[config.mk]
export PLATFORM = sky130hd
export DESIGN_NAME = arm_multicycle_ctrl
export DESIGN_NICKNAME = d
export VERILOG_FILES = /design/src/rtl/arm_ctrl_pkg.sv /design/src/rtl/cond_check.sv /design/src/rtl/arm_multicycle_ctrl.sv
export SDC_FILE = /design/constraint.sdc
export NUM_CORES = 1
export LEC_CHECK = 0
export BUFFER_PORTS_ARGS = -buffer_cell sky130_fd_sc_hd__buf_2
export CORE_UTILIZATION = 40
export DETAILED_ROUTE_END_ITERATION = 12
export PLACE_DENSITY = 0.75
export SYNTH_ARGS = -nofsm -noshare
export SYNTH_HDL_FRONTEND = slang
export SYNTH_SLANG_ARGS = --single-unit
[constraint.sdc]
create_clock -name clk -period 1.7 [get_ports clk]
set_clock_uncertainty 0.15 [all_clocks]
set_input_delay 0.17 -clock clk [delete_from_list [all_inputs] [get_ports clk]]
set_output_delay 0.17 -clock clk [all_outputs]
set_load 0.01 [all_outputs]
[src/rtl/arm_ctrl_pkg.sv]
// Shared encodings for the ARM multicycle controller: FSM states, opcode classes,
// data-processing commands and datapath mux selects.
package arm_ctrl_pkg;

    typedef enum logic [3:0] {
        StFetch,
        StDecode,
        StMemAdr,
        StMemRd,
        StMemWb,
        StMemWr,
        StExecR,
        StExecI,
        StAluWb,
        StBranch
    } state_e;

    localparam logic [1:0] OpDp      = 2'b00;
    localparam logic [1:0] OpMem     = 2'b01;
    localparam logic [1:0] OpBranch  = 2'b10;
    localparam logic [1:0] OpIllegal = 2'b11;

    localparam logic [3:0] CmdAdd = 4'b0100;
    localparam logic [3:0] CmdSub = 4'b0010;
    localparam logic [3:0] CmdCmp = 4'b1010;
    localparam logic [3:0] CmdMov = 4'b1101;

    localparam logic [1:0] AluAdd = 2'b00;
    localparam logic [1:0] AluSub = 2'b01;
    localparam logic [1:0] AluMov = 2'b10;

    localparam logic [1:0] SrcBReg  = 2'b00;
    localparam logic [1:0] SrcBImm  = 2'b01;
    localparam logic [1:0] SrcBFour = 2'b10;

    localparam logic [1:0] ResAluOut = 2'b00;
    localparam logic [1:0] ResData   = 2'b01;
    localparam logic [1:0] ResAlu    = 2'b10;

    localparam logic [1:0] ImmDp  = 2'b00;
    localparam logic [1:0] ImmMem = 2'b01;
    localparam logic [1:0] ImmBr  = 2'b10;

    function automatic logic cmd_supported(input logic [3:0] cmd);
        return (cmd == CmdAdd) || (cmd == CmdSub) || (cmd == CmdCmp) || (cmd == CmdMov);
    endfunction

    function automatic logic [1:0] cmd_alu(input logic [3:0] cmd);
        case (cmd)
            CmdSub, CmdCmp: return AluSub;
            CmdMov:         return AluMov;
            default:        return AluAdd;
        endcase
    endfunction

endpackage

[src/rtl/cond_check.sv]
// ARM condition-code evaluation: decides whether the held instruction executes
// given the architectural NZCV flags.
module cond_check (
    input  logic [3:0] Cond,
    input  logic [3:0] Flags,
    output logic       CondEx
);

    logic n, z, c, v;
    assign {n, z, c, v} = Flags;

    always_comb begin
        CondEx = 1'b0;
        case (Cond)
            4'b0000: CondEx = z;
            4'b0001: CondEx = ~z;
            4'b0010: CondEx = c;
            4'b0011: CondEx = ~c;
            4'b0100: CondEx = n;
            4'b0101: CondEx = ~n;
            4'b0110: CondEx = v;
            4'b0111: CondEx = ~v;
            4'b1000: CondEx = c & ~z;
            4'b1001: CondEx = ~c | z;
            4'b1010: CondEx = (n == v);
            4'b1011: CondEx = (n != v);
            4'b1100: CondEx = ~z & (n == v);
            4'b1101: CondEx = z | (n != v);
            4'b1110: CondEx = 1'b1;
            default: CondEx = 1'b0;
        endcase
    end

endmodule

[src/rtl/arm_multicycle_ctrl.sv]
// Multicycle ARM control unit: Moore FSM sequencing fetch/decode/execute, with
// condition-gated write enables and the architectural NZCV flag register.
module arm_multicycle_ctrl
    import arm_ctrl_pkg::*;
(
    input  logic       clk,
    input  logic       reset,
    input  logic [3:0] Cond,
    input  logic [1:0] Op,
    input  logic [5:0] Funct,
    input  logic [3:0] Rd,
    input  logic [3:0] ALUFlags,
    output logic       IRWrite,
    output logic       AdrSrc,
    output logic       ALUSrcA,
    output logic [1:0] ALUSrcB,
    output logic [1:0] ResultSrc,
    output logic [1:0] ImmSrc,
    output logic [1:0] RegSrc,
    output logic [1:0] ALUControl,
    output logic       PCWrite,
    output logic       RegWrite,
    output logic       MemWrite,
    output logic       LinkWrite,
    output logic [3:0] Flags,
    output logic       Illegal
);

    state_e     state_q, state_d;
    logic [3:0] flags_q, flags_d;
    logic       cond_ex;
    logic [3:0] cmd;
    logic       cmd_ok;

    assign cmd    = Funct[4:1];
    assign cmd_ok = cmd_supported(cmd);
    assign Flags  = flags_q;

    // Rd carries no control meaning in this instruction subset.
    logic unused_rd;
    assign unused_rd = ^Rd;

    cond_check u_cond_check (
        .Cond   (Cond),
        .Flags  (flags_q),
        .CondEx (cond_ex)
    );

    always_ff @(posedge clk) begin
        if (reset) begin
            state_q <= StFetch;
            flags_q <= 4'b0000;
        end else begin
            state_q <= state_d;
            flags_q <= flags_d;
        end
    end

    always_comb begin
        state_d    = state_q;
        flags_d    = flags_q;
        IRWrite    = 1'b0;
        AdrSrc     = 1'b0;
        ALUSrcA    = 1'b0;
        ALUSrcB    = SrcBReg;
        ResultSrc  = ResAluOut;
        ImmSrc     = ImmDp;
        RegSrc     = 2'b00;
        ALUControl = AluAdd;
        PCWrite    = 1'b0;
        RegWrite   = 1'b0;
        MemWrite   = 1'b0;
        LinkWrite  = 1'b0;
        Illegal    = 1'b0;

        case (state_q)
            StFetch: begin
                IRWrite   = 1'b1;
                ALUSrcA   = 1'b1;
                ALUSrcB   = SrcBFour;
                ResultSrc = ResAlu;
                PCWrite   = 1'b1;
                state_d   = StDecode;
            end
            StDecode: begin
                ALUSrcA = 1'b1;
                ALUSrcB = SrcBFour;
                case (Op)
                    OpMem:    state_d = StMemAdr;
                    OpDp:     state_d = Funct[5] ? StExecI : StExecR;
                    OpBranch: state_d = StBranch;
                    default: begin
                        Illegal = 1'b1;
                        state_d = StFetch;
                    end
                endcase
            end
            StMemAdr: begin
                // Memory I-bit is inverted versus data-proc: I=1 means register offset.
                ALUSrcB    = Funct[5] ? SrcBReg : SrcBImm;
                ImmSrc     = ImmMem;
                ALUControl = Funct[3] ? AluAdd : AluSub;
                state_d    = Funct[0] ? StMemRd : StMemWr;
            end
            StMemRd: begin
                AdrSrc  = 1'b1;
                state_d = StMemWb;
            end
            StMemWb: begin
                ResultSrc = ResData;
                RegWrite  = cond_ex;
                state_d   = StFetch;
            end
            StMemWr: begin
                AdrSrc   = 1'b1;
                RegSrc   = 2'b10;
                MemWrite = cond_ex;
                state_d  = StFetch;
            end
            StExecR, StExecI: begin
                ALUSrcB    = (state_q == StExecI) ? SrcBImm : SrcBReg;
                ImmSrc     = ImmDp;
                ALUControl = cmd_alu(cmd);
                if (cond_ex && cmd_ok && (Funct[0] || cmd == CmdCmp)) begin
                    flags_d = ALUFlags;
                end
                state_d = StAluWb;
            end
            StAluWb: begin
                ResultSrc = ResAluOut;
                RegWrite  = cond_ex & cmd_ok & (cmd != CmdCmp);
                Illegal   = ~cmd_ok;
                state_d   = StFetch;
            end
            StBranch: begin
                ALUSrcB   = SrcBImm;
                ImmSrc    = ImmBr;
                RegSrc    = 2'b01;
                ResultSrc = ResAlu;
                PCWrite   = cond_ex;
                LinkWrite = cond_ex & Funct[4];
                state_d   = StFetch;
            end
            default: state_d = StFetch;
        endcase

        // Reset abandons the instruction: nothing may be written in this cycle.
        if (reset) begin
            IRWrite   = 1'b0;
            PCWrite   = 1'b0;
            RegWrite  = 1'b0;
            MemWrite  = 1'b0;
            LinkWrite = 1'b0;
            Illegal   = 1'b0;
        end
    end

endmodule

==> flow_summary.yaml, run 1 <==
outcome:
  outcome: "finished, violations left"
  violations: "negative setup slack"
timing:
  whs_ns: 0.0194
  fin_setup_tns_ns: -2.54
  setup_violations: 9
  report.final.hold_viol_count: 0
  max_freq_ghz: 0.482
  finalMaxSlewViolations: 0
  max-slew-margin-rel_pct: 73.9
  worst_pin_slew_ns: 0.392
  rsz0062_at_grt: "true"
  period_share_pct: 122
  min_period_ns: 2.08
  setup_ws_ns: -0.375
cts:
  cts_tree: "built"
  cts_max_level: 1
  path_clk_slew_ns: 0.05
  clkLatencyLatePin_ns: 0.26
  cts_sinks: 8
  numCtsBuffers: 3
  clockBufferDepth: 2
  cts_root_buf: "clkbuf_4"
placed_design:
  place_congestion: 0.824
  dpl.cell_count: 182
  dp_hpwl_mm: 1.80
  place_area_um2: 1130
  port_buffers: 39
drt:
  drtAntennaViolNets: 0
  firstDrtPassIters: 4
  vias: 1033
  wl_per_cell_um: 12.6
  drt_iter0_drc: 14
  viasPerCell: 5.30
  routed_wl_mm: 2.46
  drc_errors: 0
yosys:
  syn_nets: 137
  synth_ff_type: "dfxtp_1"
  synth_area_um2: 856
  synth-warning-count: 0
  ys_seq_elements: 8
  synth-edff-count: 0
  synth.avg_cell_area_um2: 7.44
  synth_top_area_cell: "dfxtp_1"
  yosys-top-cells-area: "dfxtp_1 19%, a21oi_1 7.6%, nand3b_1 4.4%"
  synth_cell_types: 43
  yosys.area.top_type_share_pct: 18.7
  syn_inst: 115
  async_flop_share_pct: 0
  synth-seq-area-share_pct: 18.7
power_and_ir_drop:
  max-vdd-ir-drop_mv: 0.341
  power_mw: 0.596
  power_leakage_nw: 0.581
  powerDensity_nw_per_um2: 462
layout:
  design_area_um2: 1290
  drive_gt1_share_pct: 51.8
  antenna_cells: 0
  layout_commonest_cell: "buf_2"
  areaGrowthSynthToFinish_pct: 50.9
  fin_cells: 195
  layout_common_cells: "40 x buf_2, 20 x buf_4, 13 x a21oi_1, 7 x nand3_1"
  fin_nets: 192
worst_setup_path:
  end_kind: "output pin"
  cp_max_fo: 5
  critPathArrivalTime_ns: 1.76
  crit_chain: "and3b_1, a22oi_2, mux2i_2, and4_4, nor3_2, buf_2"
  setup.worst_path.class: "flop to output pin"
  slowest_stage: "dfxtp_4"
  critPathBufInv: 1
  crit_family: "simple AND/OR/NAND/NOR gates"
  cp.required_ns: 1.38
  start_kind: "flop"
  max_stage_delay_ns: 0.36
global_routing:
  grt_overflow: 0
  grtUsageTotal_pct: 22.3
  antenna_found_initial: 0
  grt_pass1_wl_mm: 3.58
  grt_max_degree: 11
  grt_pass1_vias: 845
floorplan:
  die_area_um2: 2330
  core_um2: 1980
  num_io_pins: 44
  num_rows: 16
  die_w_um: 48.3
  die_y_um: 48.3
  initial_core_util_pct: 43.2
worst_hold_path:
  hp-class: "input pin to flop"
flow_run:
  drv_cap: 0
## routing by layer
metal  routed length, um  part of all wire [%]  track usage (%)  vias up
met4                  70                   2.8             12.2        0
met5                   0                     0                0        -
met2                1120                    46             37.1       37
met3                 118                   4.8             2.22        7
li1                    -                     -                -      529
met1                1150                    47             28.1      460
## power breakdown
part | internal (mW) | switching, mW
sequential | 0.189 | 0.0128
clock | 0.0809 | 0.0666
combinational | 0.123 | 0.123
total | 0.394 | 0.203
## final timing paths
kind | start | end | slack (ns) | depth (start not counted)
max | Flags[2] | RegWrite | -0.38 | 6
min | ALUFlags[3] | Flags[3] | 0.02 | 3
max reg2reg | Flags[2] | Flags[0] | -0.27 | 9
min reg2reg | Flags[2] | Flags[2] | 0.38 | 2
## Yosys cell counts (all sizes together), types with 4 or more instances
| library cell | number |
|---|---|
| a21oi | 13 |
| buf | 5 |
| clkbuf | 5 |
| dfxtp | 8 |
| inv | 4 |
| nand3 | 7 |
| nand3b | 5 |
| nor2 | 7 |
| nor2b | 4 |
| nor3 | 6 |
| nor3b | 4 |
| o21ai | 9 |
## tightest hold or removal path, cell delays in order
cell and delay, ns:
buf_2 0.10, nand3_1 0.05, a21oi_1 0.06
## area by class of cell
cell class / instances / area [um2]
Fill cell: 178 / 691
Multi-Input combinational cell: 93 / 687
Timing Repair Buffer: 60 / 350
Sequential cell: 8 / 183
Tap cell: 27 / 33.8
Clock buffer: 3 / 22.5
Inverter: 4 / 15.0
## flip-flops by register name, summed over array words and instances (netlist names)
signal   flops
Flags        4
state_q      4
## cells by family (layout without fill, tap and decap cells)
logic type / after synthesis / after routing / synth area share [%]
flops: 8 / 8 / 18.7
buf+inv: 14 / 67 / 8.62
mux: 3 / 3 / 3.95
xor+xnor: 5 / 5 / 5.12
compound gates: 30 / 30 / 21.1
simple gates: 55 / 55 / 42.5
## per-stage QoR
stage | utilization (%) | setup slack (ns)
3_3_place_gp | 56.8 | -0.0512
3_5_place_dp | 56.8 | -0.101
4_1_cts | 59.5 | -0.354
5_1_grt | 65.2 | -0.450
2_1_floorplan | - | -0.00684
6_report | 65.2 | -0.375
## timing repair
item / CTS / global route
gates resized for setup: 7 / 16
setup endpoints to repair: 14 / 14
gates cloned: 0 / 0
buffers inserted: 2 / 8
pin swaps: 6 / 11
hold buffers: 0 / 0
Note: power is estimated with default switching activity, not from simulation.
==> inputs of run 2 (changes only) <==
- ABC_AREA: not set -> 1
- BUFFER_PORTS_ARGS: -buffer_cell sky130_fd_sc_hd__buf_2 -> -buffer_cell sky130_fd_sc_hd__clkbuf_2
==> flow_summary.yaml, run 2 <==
timing:
  report.final.hold_viol_count: 0
  finalMaxSlewViolations: 0
  min_period_ns: 1.82
  max-slew-margin-rel_pct: 78.9
  setup_violations: 9
  rsz0062_at_grt: "true"
  max_freq_ghz: 0.550
  fin_setup_tns_ns: -0.555
  period_share_pct: 107
  setup_ws_ns: -0.119
  whs_ns: 0.0234
  worst_pin_slew_ns: 0.315
yosys:
  yosys-top-cells-area: "dfxtp_1 19%, nand2_1 14%, nor2_1 14%"
  synth_ff_type: "dfxtp_1"
  synth-warning-count: 0
  synth-seq-area-share_pct: 19.4
  async_flop_share_pct: 0
  ys_seq_elements: 8
  synth-edff-count: 0
  syn_inst: 155
  synth.avg_cell_area_um2: 5.32
  yosys.area.top_type_share_pct: 19.4
  synth_cell_types: 26
  synth_top_area_cell: "dfxtp_1"
  synth_area_um2: 825
  synthTopCellsByCount: "30 x nand2_1, 30 x nor2_1, 26 x inv_1"
  syn_nets: 177
drt:
  drc_errors: 0
  routed_wl_mm: 2.69
  firstDrtPassIters: 4
  viasPerCell: 4.97
  drt_iter0_drc: 19
  drtAntennaViolNets: 0
  vias: 1167
  wl_per_cell_um: 11.5
worst_setup_path:
  cp.required_ns: 1.38
  crit_family: "simple AND/OR/NAND/NOR gates"
  max_stage_delay_ns: 0.35
  critPathBufInv: 2
  end_kind: "output pin"
  crit_chain: "inv_2, nand2_2, nand2_1, nand2_1, a21boi_2, nor2_2, nand3_2, nand2_2, nor2_1, buf_2"
  r2r_slack_ns: 0.09
  slowest_stage: "dfxtp_4"
  critPathArrivalTime_ns: 1.50
  setup.worst_path.class: "flop to output pin"
  start_kind: "flop"
  cp_max_fo: 4
power_and_ir_drop:
  comb_power_share_pct: 46.6
  p_clk_share_pct: 21.9
  power_leakage_nw: 0.688
  max-vdd-ir-drop_mv: 0.406
  powerDensity_nw_per_um2: 516
  p_int_mw: 0.409
  power_switching_mw: 0.262
  swShare_pct: 39.0
  p_seq_share_pct: 31.4
floorplan:
  die_w_um: 47.4
  num_io_pins: 44
  num_rows: 16
  initial_core_util_pct: 42.5
  core_um2: 1940
  die_area_um2: 2250
  die_y_um: 47.4
layout:
  layout_common_cells: "27 x nand2_1, 27 x clkbuf_2, 21 x nor2_1, 20 x inv_1, 18 x nand3_1"
  areaGrowthSynthToFinish_pct: 57.8
  antenna_cells: 0
  fill_cells: 179
  fin_nets: 232
  drive_gt1_share_pct: 49.0
cts:
  cts_max_level: 1
  cts_tree: "built"
  clkLatencyLatePin_ns: 0.26
  clockBufferDepth: 2
  numCtsBuffers: 3
  cts_root_buf: "clkbuf_4"
  cts_sinks: 8
  path_clk_slew_ns: 0.06
placed_design:
  place_congestion: 0.902
  pre_cts_ws_ns: 0.0942
  dp_hpwl_mm: 1.84
  port_buffers: 39
global_routing:
  grt_max_degree: 10
  grt_pass1_vias: 882
  grt_pass1_wl_mm: 3.49
  grtUsageTotal_pct: 21.9
  grt_overflow: 0
  antenna_found_initial: 0
outcome:
  outcome: "finished, violations left"
  violations: "negative setup slack"
flow_run:
  drv_cap: 0
worst_hold_path:
  hp-class: "input pin to flop"
==> run 2: per-stage QoR <==
| stage | area [um2] | power, mW | utilization (%) | instances |
|---|---|---|---|---|
| after floorplan | 825 | 0.355 | - | 155 |
| after global routing | 1300 | 0.717 | 67.0 | 235 |
| after global placement | 1060 | 0.440 | 54.8 | 222 |
| final | 1300 | 0.671 | 67.0 | 235 |
| after detailed placement | 1060 | 0.445 | 54.8 | 222 |
| after CTS | 1160 | 0.613 | 59.7 | 230 |
==> run 2: layer usage <==
metal  up-vias  wire length [um]  global-route usage (%)
li1        592                 -                       -
met1       533              1060                    25.4
met2        35              1430                    40.5
met3         7               154                    5.77
met4         0                45                    3.43
met5         -                 0                       0
==> run 2: cell type report <==
type / instances / area (um2) / share of cell area (%)
timing repair buffer: 53 / 333 / 25.6
multi-input combinational: 110 / 601 / 46.2
clock buffer: 3 / 22.5 / 1.73
tap: 27 / 33.8 / 2.60
inverter: 34 / 130 / 10.0
sequential: 8 / 181 / 13.9
==> run 2: power groups by stage <==
stage / combinational [mW] / clock (mW) / sequential [mW]
2_1_floorplan: 0.145 / 0 / 0.209
3_3_place_gp: 0.228 / 0 / 0.212
3_5_place_dp: 0.233 / 0 / 0.212
4_1_cts: 0.254 / 0.149 / 0.210
5_1_grt: 0.338 / 0.167 / 0.212
6_report: 0.313 / 0.147 / 0.211
==> run 2: what timing repair did <==
action	CTS	global route
setup endpoints to repair	11	13
cloned	0	0
gates resized for setup	18	45
hold buffers	0	0
buffers inserted	5	5
pin swaps	1	9
hold endpoints to repair	0	0
==> run 2: path summary, 6_finish.rpt <==
kind              start    endpoint  cells after the start
max            Flags[3]    RegWrite                     10
min               reset  state_q[3]                      2
max reg2reg  state_q[2]    Flags[0]                      9
min reg2reg    Flags[0]    Flags[0]                      2
==> run 2: cells by family (layout without fill, tap and decap cells) <==
logic type	after synthesis	count (layout)	share of synthesized area, %
simple gates	90	90	49.3
buf+inv	37	90	18.2
compound gates	20	20	13.1
flops	8	8	19.4
==> inputs of run 3 (changes only) <==
- CORE_UTILIZATION: 40 -> 44
- PLACE_DENSITY: 0.75 -> 0.79
- clock period: 1.7 -> 2.09 ns (I/O delays scaled with it)
==> flow_summary.yaml, run 3 (synthesized netlist as in run 2, its figures left out) <==
timing:
  rsz0062_at_grt: "false"
  fin_setup_tns_ns: 0
  whs_ns: 0.0713
  max-slew-margin-rel_pct: 69.1
  worst_pin_slew_ns: 0.461
  period_share_pct: 93.6
  finalMaxSlewViolations: 0
  setup_violations: 0
  max_freq_ghz: 0.511
  report.final.hold_viol_count: 0
  min_period_ns: 1.96
placed_design:
  dpl.cell_count: 216
  dp_hpwl_mm: 1.83
  place_area_um2: 1030
  port_buffers: 39
  place_congestion: 0.850
cts:
  clkLatencyLatePin_ns: 0.24
  path_clk_slew_ns: 0.06
  cts_setup_buffers: 0
  cts_sinks: 8
  hold_buffers: 0
  numCtsBuffers: 3
  cts_max_level: 1
  cts_tree: "built"
  cts_root_buf: "clkbuf_4"
  clockBufferDepth: 2
power_and_ir_drop:
  power_leakage_nw: 0.593
  powerDensity_nw_per_um2: 437
  max-vdd-ir-drop_mv: 0.359
layout:
  layout_common_cells: "39 x clkbuf_2, 30 x nand2_1, 28 x nor2_1, 26 x inv_1, 18 x nand3_1"
  layout_commonest_cell: "clkbuf_2"
  fill_cells: 180
  fin_cells: 219
  final-seq-area_um2: 164
  antenna_cells: 0
  fin_util_pct: 62.5
  multiInputGateArea_um2: 548
  fin_nets: 218
  areaGrowthSynthToFinish_pct: 32.3
  drive_gt1_share_pct: 32.5
  design_area_um2: 1090
worst_setup_path:
  critPathArrivalTime_ns: 1.60
  setup.worst_path.class: "flop to output pin"
  start_kind: "flop"
  cp.required_ns: 1.73
  cp_max_fo: 5
  end_kind: "output pin"
global_routing:
  grt_overflow: 0
  use_met1_pct: 30.8
  grt_pass1_wl_mm: 3.45
  antenna_found_initial: 0
  grt_max_degree: 11
  grt-busiest-layer: "met2"
  grtUsageTotal_pct: 22.9
  grtUsageMet3_pct: 1.60
  grt_util_met2_pct: 38.6
  grt_pass1_vias: 858
drt:
  drtAntennaViolNets: 0
  firstDrtPassIters: 4
  viasPerCell: 4.97
  drt_iter0_drc: 23
  routed_wl_mm: 2.28
  wl_per_cell_um: 10.4
  drc_errors: 0
  vias: 1089
floorplan:
  initial_core_util_pct: 47.2
  core_um2: 1750
  die_area_um2: 2050
  die_y_um: 45.3
  die_w_um: 45.3
  num_rows: 15
  num_io_pins: 44
flow_run:
  drv_cap: 0
outcome:
  outcome: "finished, final reports clean"
worst_hold_path:
  hp-class: "input pin to flop"
==> run 3: stage by stage <==
step / setup WS [ns] / total power, mW
2_1_floorplan: 0.404 / 0.288
3_3_place_gp: 0.313 / 0.345
3_5_place_dp: 0.249 / 0.351
4_1_cts: 0.0319 / 0.471
5_1_grt: 0.00515 / 0.508
6_report: 0.134 / 0.476
==> run 3: what timing repair did <==
item / 4_1_cts / 5_1_grt
gates resized for setup: 2 / 8
setup endpoints to repair: 2 / 4
gates cloned: 0 / 0
==> run 3: power breakdown <==
group          leakage [nW]  internal [mW]  switching [mW]  total [mW]
logic                 0.513         0.0676           0.123       0.191
registers            0.0665          0.160         0.00917       0.169
clock network        0.0138         0.0656          0.0511       0.117
==> run 3: layout make-up <==
| cell class | instances | share of cell area (%) |
|---|---|---|
| inverters | 34 | 11.9 |
| repair buffers | 39 | 17.9 |
| well taps | 25 | 2.87 |
| multi-input cells | 110 | 50.2 |
| flip-flops and latches | 8 | 15.0 |
| clock buffers | 3 | 2.06 |
==> run 3: worst paths after layout <==
kind / start / slack, ns / cells after the start / end
setup / recovery: state_q[0] / 0.13 / 7 / LinkWrite
hold / removal: Funct[0] / 0.07 / 3 / state_q[1]
setup reg to reg: state_q[2] / 0.46 / 9 / Flags[2]
hold reg to reg: Flags[3] / 0.38 / 2 / Flags[3]
==> run 3: worst max-delay path, cell delays in order, from the launching register on <==
cell and delay [ns]:
dfxtp_1 0.39, inv_2 0.06, nor2_1 0.08, inv_1 0.09, nor3_2 0.37, nand3_4 0.13
nor2_2 0.10, clkbuf_2 0.13
==> run 3: metal layers <==
metal	up-vias	wire [um]
li1	562	-
met1	471	986
met2	52	1080
met3	4	188
met4	0	18
met5	-	0
